### src/rtl/stream_arb_rr.sv
// Round-robin burst arbiter: NumCh requesters share one stream sink, one burst per grant.
// Latency: one dead IDLE cycle per grant, then data passes combinationally from the granted channel.
// Backpressure: dout_ready is routed to the granted channel only; with STREAM_ARB_FREE_GATE_EN a grant also waits for dout_free >= MaxBurst.
module stream_arb_rr #(
    parameter int NumCh    = 4,
    parameter int Width    = 8,
    parameter int MaxBurst = 16,
    parameter int FreeBits = 11,
    localparam int ChW     = $clog2(NumCh)
) (
    input  logic                   clk,
    input  logic                   rst_n,
    input  logic [NumCh-1:0]       din_valid,
    output logic [NumCh-1:0]       din_ready,
    input  logic [NumCh*Width-1:0] din_data,
    input  logic [NumCh-1:0]       din_last,
    output logic                   dout_valid,
    input  logic                   dout_ready,
    output logic [Width-1:0]       dout_data,
    output logic                   dout_last,
    output logic [ChW-1:0]         dout_chan
`ifdef STREAM_ARB_FREE_GATE_EN
    ,
    input  logic [FreeBits-1:0]    dout_free
`endif
);

    // A one-beat burst still needs a one-bit counter to keep the compare well formed.
    localparam int CntW = (MaxBurst > 1) ? $clog2(MaxBurst) : 1;

    if (NumCh < 2 || NumCh > 16 || MaxBurst < 1 || MaxBurst > 256 || FreeBits < 1) begin : g_param_err
        $error("stream_arb_rr: parameter out of range");
    end

    typedef enum logic {
        IDLE  = 1'b0,
        BURST = 1'b1
    } state_t;

    state_t            state;
    logic [ChW-1:0]    ptr;
    logic [ChW-1:0]    grant;
    logic [CntW-1:0]   beat_cnt;

    logic [ChW-1:0]    pick;
    logic [ChW:0]      idx;
    logic              grant_ok;
    logic              xfer;
    logic              burst_end;
    logic [Width-1:0]  data_arr [NumCh];

    for (genvar c = 0; c < NumCh; c++) begin : g_unpack
        assign data_arr[c] = din_data[c*Width +: Width];
    end

    // Round-robin search: first valid channel at ptr, ptr+1, ... wrapping modulo NumCh.
    always_comb begin
        pick = ptr;
        idx  = '0;
        for (int i = NumCh - 1; i >= 0; i--) begin
            idx = {1'b0, ptr} + (ChW+1)'(i);
            if (idx >= (ChW+1)'(NumCh)) begin
                idx = idx - (ChW+1)'(NumCh);
            end
            if (din_valid[idx[ChW-1:0]]) begin
                pick = idx[ChW-1:0];
            end
        end
    end

    // A grant may be issued only when someone requests (and, if gated, the sink can take a full burst).
`ifdef STREAM_ARB_FREE_GATE_EN
    assign grant_ok = (|din_valid) && (32'(dout_free) >= MaxBurst);
`else
    assign grant_ok = |din_valid;
`endif

    assign xfer      = (state == BURST) && din_valid[grant] && dout_ready;
    assign burst_end = xfer && (din_last[grant] || (beat_cnt == CntW'(MaxBurst - 1)));
    assign dout_chan = grant;

    // Steer the granted channel to the sink; every other requester sees ready low.
    always_comb begin
        dout_valid = 1'b0;
        dout_last  = 1'b0;
        dout_data  = data_arr[grant];
        din_ready  = '0;
        if (state == BURST) begin
            dout_valid       = din_valid[grant];
            dout_last        = din_last[grant];
            din_ready[grant] = dout_ready;
        end
    end

    // Grant FSM: IDLE picks the next requester, BURST holds it until last beat or MaxBurst beats.
    always_ff @(posedge clk or negedge rst_n) begin
        if (!rst_n) begin
            state    <= IDLE;
            ptr      <= '0;
            grant    <= '0;
            beat_cnt <= '0;
        end else begin
            case (state)
                IDLE: begin
                    if (grant_ok) begin
                        grant    <= pick;
                        beat_cnt <= '0;
                        state    <= BURST;
                    end
                end
                BURST: begin
                    if (burst_end) begin
                        state    <= IDLE;
                        beat_cnt <= '0;
                        ptr      <= (grant == ChW'(NumCh - 1)) ? '0 : grant + 1'b1;
                    end else if (xfer) begin
                        beat_cnt <= beat_cnt + 1'b1;
                    end
                end
            endcase
        end
    end

endmodule
### config.mk
export PLATFORM = sky130hd
export DESIGN_NAME = stream_arb_rr
export DESIGN_NICKNAME = d
export VERILOG_FILES = /design/src/rtl/stream_arb_rr.sv
export SDC_FILE = /design/constraint.sdc
export NUM_CORES = 1
export LEC_CHECK = 0
export ABC_AREA = 1
export BUFFER_PORTS_ARGS = -buffer_cell sky130_fd_sc_hd__buf_2
export CAP_MARGIN = 20
export CORE_MARGIN = 2
export CORE_UTILIZATION = 35
export DETAILED_ROUTE_END_ITERATION = 10
export MAX_ROUTING_LAYER = met4
export PLACE_DENSITY = 0.72
export SYNTH_ARGS = -nofsm -noshare
export SYNTH_HDL_FRONTEND = slang
export SYNTH_SLANG_ARGS = --single-unit
### constraint.sdc
create_clock -name clk -period 3.99 [get_ports clk]
set_clock_uncertainty 0.05 [all_clocks]
set_input_delay 0.1995 -clock clk [delete_from_list [all_inputs] [get_ports clk]]
set_output_delay 0.1995 -clock clk [all_outputs]
set_load 0.03 [all_outputs]
==> flow_summary.yaml, run 1 <==
logic_synthesis:
  syn-num-nets: 231
  synth-seq-cells: 9
  synth_compound_gate_area_share: 0.179
  ys_seq_area_frac: 0.209
  yosys.area.top_type_share: 0.209
  synth_cells: 183
  synth_cell_type_count: 24
  synth_area_leaders: "dfrtp_1 (21%), nand2_1 (18%), nor2_1 (9.8%)"
  yosysWarningCount: 0
  synthXorXnorAreaFrac: 0.00813
  yosys.area_share.adder: 0.0581
  muxShareOfSynthArea: 0
  synthSimpleGateAreaFrac: 0.426
  synth_top_family_by_area: "simple AND/OR/NAND/NOR gates"
  syn_area_per_cell_um2: 5.89
  yosysTopAreaCell: "dfrtp_1"
  synthesis.area_um2: 1080
global_route:
  globalRouteOverflowTotal: 0
  grt_first_pass_wirelength_um: 4730
  grt.total_usage: 0.176
  grt_max_degree: 27
  antenna_found_initial: 0
  grt_pass1_vias: 1148
route:
  dr_total_vias: 1278
  first_iter_violations: 79
  drc: 0
  ant_nets: 0
  vias_per_cell: 4.70
  drt-pass1-iter-count: 4
  wl_per_cell_um: 10.4
  routed_wl_um: 2820
setup_path:
  critPathKind: "flip-flop to output port"
  critPathLaunch: "dout_chan[0]$_DFFE_PN0P_"
  critPathLaunchType: "flip-flop"
  critPathCaptureType: "output port"
  crit_arrival_ps: 2070
  r2r_start: "dout_chan[0]$_DFFE_PN0P_"
  r2r-end: "ptr[0]$_DFFE_PN0P_"
  reg2regPathDepth: 9
  rrSetupSlack_ps: 1990
  worstPathRequired_ps: 3740
  path_max_fanout: 26
pwr:
  finalPower_w: 0.00110
  peakVddDrop_uv: 460
  p_leak_nw: 0.823
  power.density_nw_per_um2: 787
placed_design:
  placed_area_um2: 1360
  port_buffers: 58
  dp_hpwl_um: 2200
  routabilityCongestion: 0.824
timing:
  post-route-period-util: 0.581
  period_minus_slack_ps: 2320
  finalMaxSlewViolations: 0
  finalHoldViolations: 0
  tns_ps: 0
  rsz0062_at_grt: "no"
  worst_pin_slew_ps: 763
  setup_viol: 0
  fmax_mhz: 431
  slew_headroom: 0.491
layout:
  drive_gt1_frac: 0.322
  area_delta_synth_final_pct: 29.5
  fin_nets: 288
  antennaDiodeCount: 0
  final_util: 0.468
  design_area_um2: 1400
floorplan:
  core_um2: 2980
  dieArea_um2: 3540
  row_count: 20
  io_pins: 59
  die_h_um: 59.5
  initial_core_util: 0.362
  die_x_um: 59.5
status:
  status: "finished clean"
clock_tree:
  cts.sinks: 9
  insertion_delay_ps: 260
  root_buffer: "clkbuf_4"
  numCtsBuffers: 3
  h-tree-depth: 1
  cts_tree: "yes"
  clk_pin_slew_ps: 60
  cts.path.max_buffers: 2
job:
  cap_viol_max_count: 0
worst_hold_path:
  holdCritPathClass: "input port to async pin"
cell families after synthesis:
kind of cell | Yosys count
AOI/OAI and AO/OA | 34
buffers and inverters | 28
and+or+nand+nor | 106
xor gates and xnor gates | 1
adders and majority gates | 5
DFF | 9
per-layer routing:
metal	routed length, um	vias to the layer above	GRT usage
met5	0	-	-
met4	25	0	0.0519
met3	126	4	0.0175
met2	1270	30	0.284
met1	1400	539	0.231
li1	-	705	-
synth_stat cells:
cell,number
nand2_1,52
nor2_1,28
o21ai_0,19
inv_1,17
nand3_1,14
dfrtp_1,9
o22ai_1,8
nand2_2,6
ha_1,5
buf_2,4
inv_2,4
a21oi_1,2
buf_6,2
nand4_1,2
o21ai_1,2
a31oi_1,1
buf_4,1
nand2_4,1
nand3_2,1
nor2_2,1
nor2_4,1
o211ai_2,1
o21ai_2,1
xor2_1,1
how the worst max path moves through the flow:
stage,to,slack (ps)
global placement,dout_valid,1980
CTS,dout_valid,1660
global route,dout_valid,1450
floorplan,din_ready[2],2150
detailed placement,dout_valid,1960
finish,dout_valid,1670
placed cells by master, fill, tap and decap left out:
| master | n |
|---|---|
| o21ai_1 | 2 |
| clkbuf_4 | 3 |
| nand3_1 | 14 |
| nand3_2 | 1 |
| buf_2 | 58 |
| nand4_1 | 2 |
| a21oi_1 | 2 |
| nor2_4 | 1 |
| inv_1 | 17 |
| o22ai_1 | 8 |
| inv_2 | 4 |
| nand2_4 | 1 |
| a31oi_1 | 1 |
| o211ai_2 | 1 |
| o21ai_0 | 19 |
| o21ai_2 | 1 |
| dfrtp_1 | 9 |
| dlygate4sd3_1 | 1 |
| xor2_1 | 1 |
| nor2_2 | 1 |
| clkbuf_1 | 1 |
| nand2_2 | 6 |
| ha_1 | 5 |
| nand2_1 | 52 |
| nor2_1 | 28 |
what timing repair did:
item	CTS	global route
hold buffers	1	0
endpoints found under the setup margin	0	0
gates resized for setup	0	0
buffers inserted	0	0
endpoints found under the hold margin	9	0
state kept, by name, indices dropped and copies added, names as in the netlist:
register and cells:
beat_cnt 4, dout_chan 2, ptr 2, state 1
power breakdown:
part	internal, W	total (W)	switching, W
Sequential	0.000129	0.000224	0.0000956
Combinational	0.000263	0.000802	0.000540
Clock	0.0000386	0.0000708	0.0000323
Total	0.000430	0.00110	0.000667
critical path, cell delays in order (launching register included):
cell     delay (ps)
dfrtp_1         840
inv_2           320
nand2_1         140
nand3_1          90
nand2_2         110
inv_1            40
nor2_1           70
buf_2           200
layout make-up:
class                      instances  area (um2)
sequential                         9         225
fill                             333        1580
tap                               33        41.3
multi-input combinational        146         723
inverter                          21        78.8
timing repair buffer              59         300
clock buffer                       4        26.3
through the flow:
step / hold slack (ps) / setup slack [ps] / std cells
final: 263 / 1670 / 272
after global routing: 286 / 1450 / 272
after CTS: 266 / 1660 / 272
after detailed placement: 12.8 / 1960 / 267
after global placement: 9.68 / 1980 / 267
after floorplan: -146 / 2150 / 183
No activity file was read; power rests on OpenSTA's default activity.
==> inputs of run 2 (changes only) <==
clock period = 2.3 ns   (was 3.99 ns; I/O delays follow)
==> run 2 against run 1 <==
Against the previous run: via count up 1.3%; core utilization up 0.50 points; global-route usage down 0.18 points; combinational power up 85%; sequential power up 48%; critical path depth unchanged; sequential share of layout area down 0.17 points; first-iteration DRC count down 39%; critical endpoint unchanged; largest power group unchanged; highest routed layer unchanged.
==> flow_summary.yaml, run 2 (synthesis gave the netlist of run 1 again) <==
clock_tree:
  root_buffer: "clkbuf_4"
  cts.path.max_buffers: 2
  numCtsBuffers: 3
  h-tree-depth: 1
  insertion_delay_ps: 260
  post_cts_buffers: 0
  clk_pin_slew_ps: 60
  cts.sinks: 9
  cts_tree: "yes"
setup_path:
  crit_chain: "inv_2 -> nand2_1 -> nand3_1 -> nand2_2 -> inv_1 -> nor2_1 -> buf_2"
  cp_num_buf_inv: 3
  crit_arrival_ps: 1720
  r2r-end: "beat_cnt[2]$_DFFE_PN0P_"
  critPathCaptureType: "output port"
  reg2regPathDepth: 9
  r2r_start: "dout_chan[0]$_DFFE_PN0P_"
  critPathLaunchType: "flip-flop"
  worstPathRequired_ps: 2130
  rrSetupSlack_ps: 660
  critPathLaunch: "dout_chan[0]$_DFFE_PN0P_"
  cpMaxStageDelayCell: "dfrtp_1"
  critPathTopFamily: "flip-flops"
  slowest_delay_ps: 570
  cp.depth: 7
  path_max_fanout: 22
  worstSetupEndpoint: "dout_valid"
  critPathKind: "flip-flop to output port"
global_route:
  grt_first_pass_wirelength_um: 4750
  grt_pass1_vias: 1156
  grt.total_usage: 0.174
  grt_max_degree: 23
  globalRouteOverflowTotal: 0
  antenna_found_initial: 0
layout:
  fin_nets: 290
  design_area_um2: 1410
  regMostFlops: "beat_cnt"
  largest_register_ffs: 4
  final_common_cell: "buf_2"
  fin_cells: 274
  antennaDiodeCount: 0
  area_delta_synth_final_pct: 30.9
  drive_gt1_frac: 0.328
  final_util: 0.474
  most-common-layout-cells: "buf_2 (58), nand2_1 (52), nor2_1 (28)"
timing:
  rsz0062_at_grt: "no"
  post-route-period-util: 0.821
  finalMaxSlewViolations: 0
  finalHoldViolations: 0
  setup_viol: 0
  tns_ps: 0
  period_minus_slack_ps: 1890
  fmax_mhz: 530
  slew_headroom: 0.743
  worst_pin_slew_ps: 385
route:
  routed_wl_um: 2840
  wl_per_cell_um: 10.4
  dr_total_vias: 1294
  drt-pass1-iter-count: 4
  first_iter_violations: 48
  drc: 0
  vias_per_cell: 4.72
  ant_nets: 0
floorplan:
  io_pins: 59
  die_x_um: 59.5
  die_h_um: 59.5
  initial_core_util: 0.362
  row_count: 20
  core_um2: 2980
  dieArea_um2: 3540
pwr:
  peakVddDrop_uv: 809
  p_leak_nw: 0.833
  power.density_nw_per_um2: 1370
placed_design:
  routabilityCongestion: 0.812
  dp_hpwl_um: 2250
  placed_area_um2: 1370
  post-place-cells: 269
  port_buffers: 58
worst_hold_path:
  holdCritPathClass: "input port to async pin"
status:
  status: "finished clean"
job:
  cap_viol_max_count: 0
[run 2: cell types whose count changed in the layout (fill, tap and decap cells not counted), sizes merged]
cell  delta
buf      +2
[run 2: how the worst min path moves through the flow]
stage                     start                       to  slack, ps  cells after the start
after detailed placement  rst_n  beat_cnt[1]$_DFFE_PN0P_        -70                      1
after floorplan           rst_n  beat_cnt[0]$_DFFE_PN0P_       -230                      0
after global placement    rst_n  beat_cnt[1]$_DFFE_PN0P_        -70                      1
after CTS                 rst_n          state$_DFF_PN0_        180                      2
after global routing      rst_n          state$_DFF_PN0_        190                      2
final                     rst_n          state$_DFF_PN0_        170                      2
[run 2: area by class of cell]
cell class / instances / area, um2
multi-input cells: 146 / 723
repair buffers: 61 / 315
well taps: 33 / 41.3
flip-flops and latches: 9 / 225
clock buffers: 4 / 26.3
fillers: 340 / 1570
inverters: 21 / 78.8
[run 2: repair_timing]
action                    in CTS  in global routing
hold buffers                   1                  0
resized for setup              0                  0
hold endpoints to repair       9                  0
[run 2: worst reg2reg max path, delay by kind of cell, from the launching register on]
family / cells / cell delay (ps)
buffers and inverters: 2 / 310
DFF: 1 / 570
and+or+nand+nor: 7 / 590
[run 2: through the flow]
stage	worst slack, ps	power, W	hold WS [ps]
2_1_floorplan	549	0.00150	-231
3_3_place_gp	702	0.00181	-73.4
3_5_place_dp	670	0.00181	-73.5
4_1_cts	400	0.00194	179
5_1_grt	263	0.00213	192
6_report	411	0.00193	172
[run 2: routing by layer]
layer	vias up	wire [um]	track usage
met3	5	127	0.0131
li1	704	-	-
met1	550	1450	0.236
met4	0	24	0.0390
met2	35	1240	0.283
met5	-	0	-
[run 2: report_power, final]
part	leakage [nW]	total, W	switching, W	internal (W)
combinational	0.707	0.00148	0.00100	0.000477
clock	0.0150	0.000123	0.0000559	0.0000669
sequential	0.111	0.000331	0.000106	0.000224
total	0.833	0.00193	0.00117	0.000768
